--- src/rtl/mmio_store_buffer.sv ---
// Posted-write FIFO for core stores to the MMIO region (address MSB set).
// Drains in order to the peripheral bus over valid/ready with first-word fall-through.
module mmio_store_buffer #(
  parameter int unsigned DEPTH = 4,
  parameter int unsigned AW    = 32,
  parameter int unsigned DW    = 32
) (
  input  logic                    clk,
  input  logic                    reset,
  input  logic                    mem_we,
  input  logic [AW-1:0]           mem_addr,
  input  logic [DW-1:0]           mem_wdata,
  output logic                    bus_valid,
  input  logic                    bus_ready,
  output logic [AW-1:0]           bus_addr,
  output logic [DW-1:0]           bus_wdata,
  output logic                    full,
  output logic                    empty,
  output logic [$clog2(DEPTH):0]  count,
  output logic                    overflow,
  input  logic                    ovf_clr
);

  localparam int unsigned PW = $clog2(DEPTH);
  localparam int unsigned CW = PW + 1;

  logic [AW-1:0] addr_q [DEPTH];
  logic [AW-1:0] addr_d [DEPTH];
  logic [DW-1:0] data_q [DEPTH];
  logic [DW-1:0] data_d [DEPTH];
  logic [PW-1:0] wr_ptr_q, wr_ptr_d;
  logic [PW-1:0] rd_ptr_q, rd_ptr_d;
  logic [CW-1:0] count_q, count_d;
  logic          ovf_q, ovf_d;
  logic          enq_req, enq, deq;

  assign empty     = (count_q == '0);
  assign full      = (count_q == CW'(DEPTH));
  assign count     = count_q;
  assign overflow  = ovf_q;
  assign bus_valid = !empty;
  assign bus_addr  = addr_q[rd_ptr_q];
  assign bus_wdata = data_q[rd_ptr_q];

  always_comb begin
    addr_d   = addr_q;
    data_d   = data_q;
    wr_ptr_d = wr_ptr_q;
    rd_ptr_d = rd_ptr_q;
    count_d  = count_q;
    ovf_d    = ovf_q;

    enq_req = mem_we & mem_addr[AW-1];
    deq     = bus_valid & bus_ready;
    // When full, the slot under wr_ptr is the head being popped this cycle, so overwriting it is safe.
    enq     = enq_req & (!full | deq);

    if (enq) begin
      addr_d[wr_ptr_q] = mem_addr;
      data_d[wr_ptr_q] = mem_wdata;
      wr_ptr_d         = wr_ptr_q + PW'(1);
    end
    if (deq) begin
      rd_ptr_d = rd_ptr_q + PW'(1);
    end

    case ({enq, deq})
      2'b10:   count_d = count_q + CW'(1);
      2'b01:   count_d = count_q - CW'(1);
      default: count_d = count_q;
    endcase

    if (enq_req && !enq) begin
      ovf_d = 1'b1;
    end else if (ovf_clr) begin
      ovf_d = 1'b0;
    end
  end

  always_ff @(posedge clk) begin
    if (reset) begin
      for (int unsigned i = 0; i < DEPTH; i++) begin
        addr_q[i] <= '0;
        data_q[i] <= '0;
      end
      wr_ptr_q <= '0;
      rd_ptr_q <= '0;
      count_q  <= '0;
      ovf_q    <= 1'b0;
    end else begin
      addr_q   <= addr_d;
      data_q   <= data_d;
      wr_ptr_q <= wr_ptr_d;
      rd_ptr_q <= rd_ptr_d;
      count_q  <= count_d;
      ovf_q    <= ovf_d;
    end
  end

endmodule

--- config.mk ---
export PLATFORM = sky130hd
export DESIGN_NAME = mmio_store_buffer
export DESIGN_NICKNAME = d
export VERILOG_FILES = /design/src/rtl/mmio_store_buffer.sv
export SDC_FILE = /design/constraint.sdc
export NUM_CORES = 1
export LEC_CHECK = 0
export ABC_CLOCK_PERIOD_IN_PS = 3300
export BUFFER_PORTS_ARGS = -buffer_cell sky130_fd_sc_hd__buf_2
export CAP_MARGIN = 15
export CORE_AREA = 2 2 161 163
export DETAILED_ROUTE_END_ITERATION = 10
export DIE_AREA = 0 0 163 165
export HOLD_SLACK_MARGIN = 0.1
export PLACE_DENSITY = 0.68
export SKIP_LAST_GASP = 1
export SYNTH_ARGS = -nofsm -noshare
export SYNTH_HDL_FRONTEND = slang
export SYNTH_SLANG_ARGS = --single-unit
export TNS_END_PERCENT = 50
--- constraint.sdc ---
create_clock -name clk -period 3.3 [get_ports clk]
set_input_delay 0.33 -clock clk [delete_from_list [all_inputs] [get_ports clk]]
set_output_delay 0.33 -clock clk [all_outputs]
set_load 0.1 [all_outputs]
==> flow_metrics.py <==
metrics = {
    "outcome": {
        "outcome": "finished, final reports clean",
    },
    "setup_path": {
        "critPathKind": "flip-flop to flip-flop",
        "endpoint_kind": "flip-flop",
        "cp-startpoint": "count[0]$_SDFFE_PP0P_",
        "arrival_ns": 3.14,
        "critPathMaxFanout": 8,
        "r2r-start": "count[0]$_SDFFE_PP0P_",
        "required_ns": 3.76,
        "start_kind": "flip-flop",
    },
    "pwr": {
        "p_switching_mw": 2.877,
        "clockPowerShare_pct": 36.9,
        "seqPwrFrac_pct": 39.0,
        "total_power_mw": 8.738,
        "ir_drop_mv": 0.5490,
        "p_int_mw": 5.861,
        "p_per_area_nw_per_um2": 626.7,
        "p_leak_nw": 6.355,
        "p_sw_share_pct": 32.92,
        "power_frac_comb_pct": 24.1,
    },
    "yosys": {
        "synth_ff_type": "dfxtp_1",
        "ys_ff_latch": 264,
        "syn_area_per_cell_um2": 11.69,
        "yosysWarnings": 0,
        "yosysSeqAreaShare_pct": 43.73,
        "syn-instance-count": 1034,
        "synth_edf_count": 0,
        "synth_area_um2": 12090,
        "async_reset_ff_share_pct": 0,
        "yosysUniqueCellTypes": 26,
        "synthesis.nets": 1109,
    },
    "finish": {
        "final_layout_size_suffix_gt1_share_pct": 23.17,
        "final_cell_mix": "nand2b_1, dfxtp_1, mux2i_1, buf_2, mux4_2",
        "post-route-util_pct": 55.69,
        "final_common_cell": "nand2b_1",
        "nFillCells": 2190,
        "area_growth_pct": 15.36,
        "fin_nets": 1214,
        "final-instance-count-excl-fill": 1492,
    },
    "sta": {
        "clock_skew_ns": 0.01472,
        "slew_headroom_pct": 44.43,
        "min_period_ns": 2.682,
        "final_max_slew_viol_count": 0,
        "setup_viol": 0,
        "rsz0062_at_grt": "false",
        "hold_ws_ns": 0.1290,
        "finalSetupTns_ns": 0,
        "fmax_mhz": 372.8,
        "tightest_slew_ns": 0.8311,
        "hold_viol": 0,
        "period_share_pct": 81.28,
    },
    "clocking": {
        "insertion_delay_ns": 0.53,
        "ctsLongestPathBuffers": 3,
        "cts_tree": "built",
        "cts_root_buf": "clkbuf_16",
        "clk_pin_slew_worst_paths_ns": 0.06,
        "clock_sinks": 264,
        "numCtsBuffers": 29,
        "htree_levels": 1,
    },
    "route": {
        "ant_nets": 0,
        "top_layer": "met4",
        "drtIter0Drc": 379,
        "route.met3.wl_um": 964,
        "wire_per_inst_um": 16.57,
        "wl_met1_mm": 11.45,
        "drc": 0,
        "via_per_inst": 5.087,
        "wl_met2_mm": 11.85,
        "vias": 7590,
        "wl_mm": 24.72,
        "drt_first_pass_iters": 4,
    },
    "worst_hold_path": {
        "worstHoldStart": "bus_ready",
        "hold_class": "input port to flip-flop",
    },
    "floorplan": {
        "io_pins": 140,
        "coreArea_um2": 25040,
        "fp-row-count": 58,
        "die_y_um": 165,
        "die_area_um2": 26900,
        "initial_core_util_pct": 48.27,
        "die_w_um": 163,
    },
    "grt": {
        "antenna_found_initial": 2,
        "grt_pass1_vias": 7711,
        "grt_max_degree": 131,
        "grt-ovfl-total": 0,
        "grt_first_pass_wirelength_mm": 40.22,
        "track_usage_pct": 18.53,
    },
    "placement": {
        "placed_cells_incl_taps": 1437,
        "dp.final_hpwl_mm": 14.76,
        "gp_congestion": 0.7418,
        "portBuffers": 139,
    },
    "flow_run": {
        "maxCapViolCount": 0,
    },
}
final timing paths:
check / endpoint / slack (ns) / cells past startpoint
hold reg to reg: addr_q[127]$_SDFFE_PP0P_ / 0.44 / 2
setup / recovery: count[2]$_SDFFE_PP0P_ / 0.62 / 9
setup reg to reg: count[2]$_SDFFE_PP0P_ / 0.62 / 9
hold / removal: overflow$_SDFFE_PP0P_ / 0.13 / 3
routing by layer:
| layer | vias to the layer above | track usage [%] |
|---|---|---|
| li1 | 3762 | - |
| met1 | 3672 | 24.73 |
| met2 | 120 | 31.66 |
| met3 | 36 | 3.265 |
| met4 | 0 | 3.902 |
| met5 | - | 0 |
state kept, by name, summed over array words and instances, names as in the netlist:
register,flops
addr_q,128
count,3
data_q,128
overflow,1
rd_ptr_q,2
wr_ptr_q,2
cell families (layout without fill, tap and decap cells):
kind of cell | after synthesis | after routing | synth area share [%]
simple gates | 339 | 339 | 17.59
mux | 318 | 318 | 32.97
flops | 264 | 264 | 43.73
buf+inv | 93 | 220 | 4.328
compound gates | 11 | 11 | 0.4763
fa+ha+maj | 6 | 6 | 0.6833
xor+xnor | 3 | 3 | 0.2175
other cells | 0 | 1 | 0
final cells by class:
cell class / count / area (um2) / share of cell area (%)
antenna: 1 / 2.502 / 0.01795
clock buffer: 43 / 828.3 / 5.941
clock inverter: 10 / 128.9 / 0.9244
inverter: 12 / 45.04 / 0.3231
multi-input combinational: 677 / 6282 / 45.06
sequential: 264 / 5293 / 37.96
tap: 330 / 412.9 / 2.962
timing repair buffer: 155 / 949.7 / 6.811
synth_stat cells, types with 2 or more instances:
library cell | instances | area (um2)
nand2b_1 | 318 | 1989
buf_1 | 7 | 26.28
ha_1 | 5 | 62.56
nand4_1 | 4 | 25.02
mux2i_1 | 253 | 2532
or3_1 | 3 | 18.77
dfxtp_1 | 264 | 5285
inv_1 | 12 | 45.04
and4_4 | 3 | 33.78
xor2_1 | 3 | 26.28
mux4_2 | 64 | 1441
buf_4 | 9 | 67.56
a21oi_1 | 8 | 40.04
clkbuf_1 | 38 | 142.6
o21ai_0 | 2 | 10.01
nor2_1 | 6 | 22.52
buf_6 | 17 | 191.4
buf_2 | 10 | 50.05
repair_timing:
item | 4_1_cts | 5_1_grt
buffers inserted | 0 | 0
resized for setup | 0 | 0
endpoints found under the hold margin | 1 | 0
hold buffers | 1 | 0
critical path: stages (launching register included):
cell     delay (ns)
dfxtp_1        0.37
or4b_1         0.68
and3_1         0.29
inv_1          0.07
ha_1           0.18
inv_1          0.06
fa_1           0.37
xor2_1         0.16
or3_1          0.30
a21oi_1        0.14
through the flow:
step | cell area, um2 | worst slack, ns
final | 13940 | 0.6179
after global routing | 13940 | 0.4357
after CTS | 13940 | 0.6013
after detailed placement | 12970 | 0.6177
after global placement | 12970 | 0.6375
after floorplan | 12090 | 0.03869
power by group through the flow:
stage / logic (mW) / registers [mW] / clock network [mW]
CTS: 2.13 / 3.41 / 3.31
floorplan: 1.71 / 3.50 / 0
finish: 2.10 / 3.41 / 3.23
global placement: 2.11 / 3.48 / 0
global route: 2.20 / 3.43 / 3.44
detailed placement: 2.12 / 3.48 / 0
No activity file was read; power rests on OpenSTA's default activity.
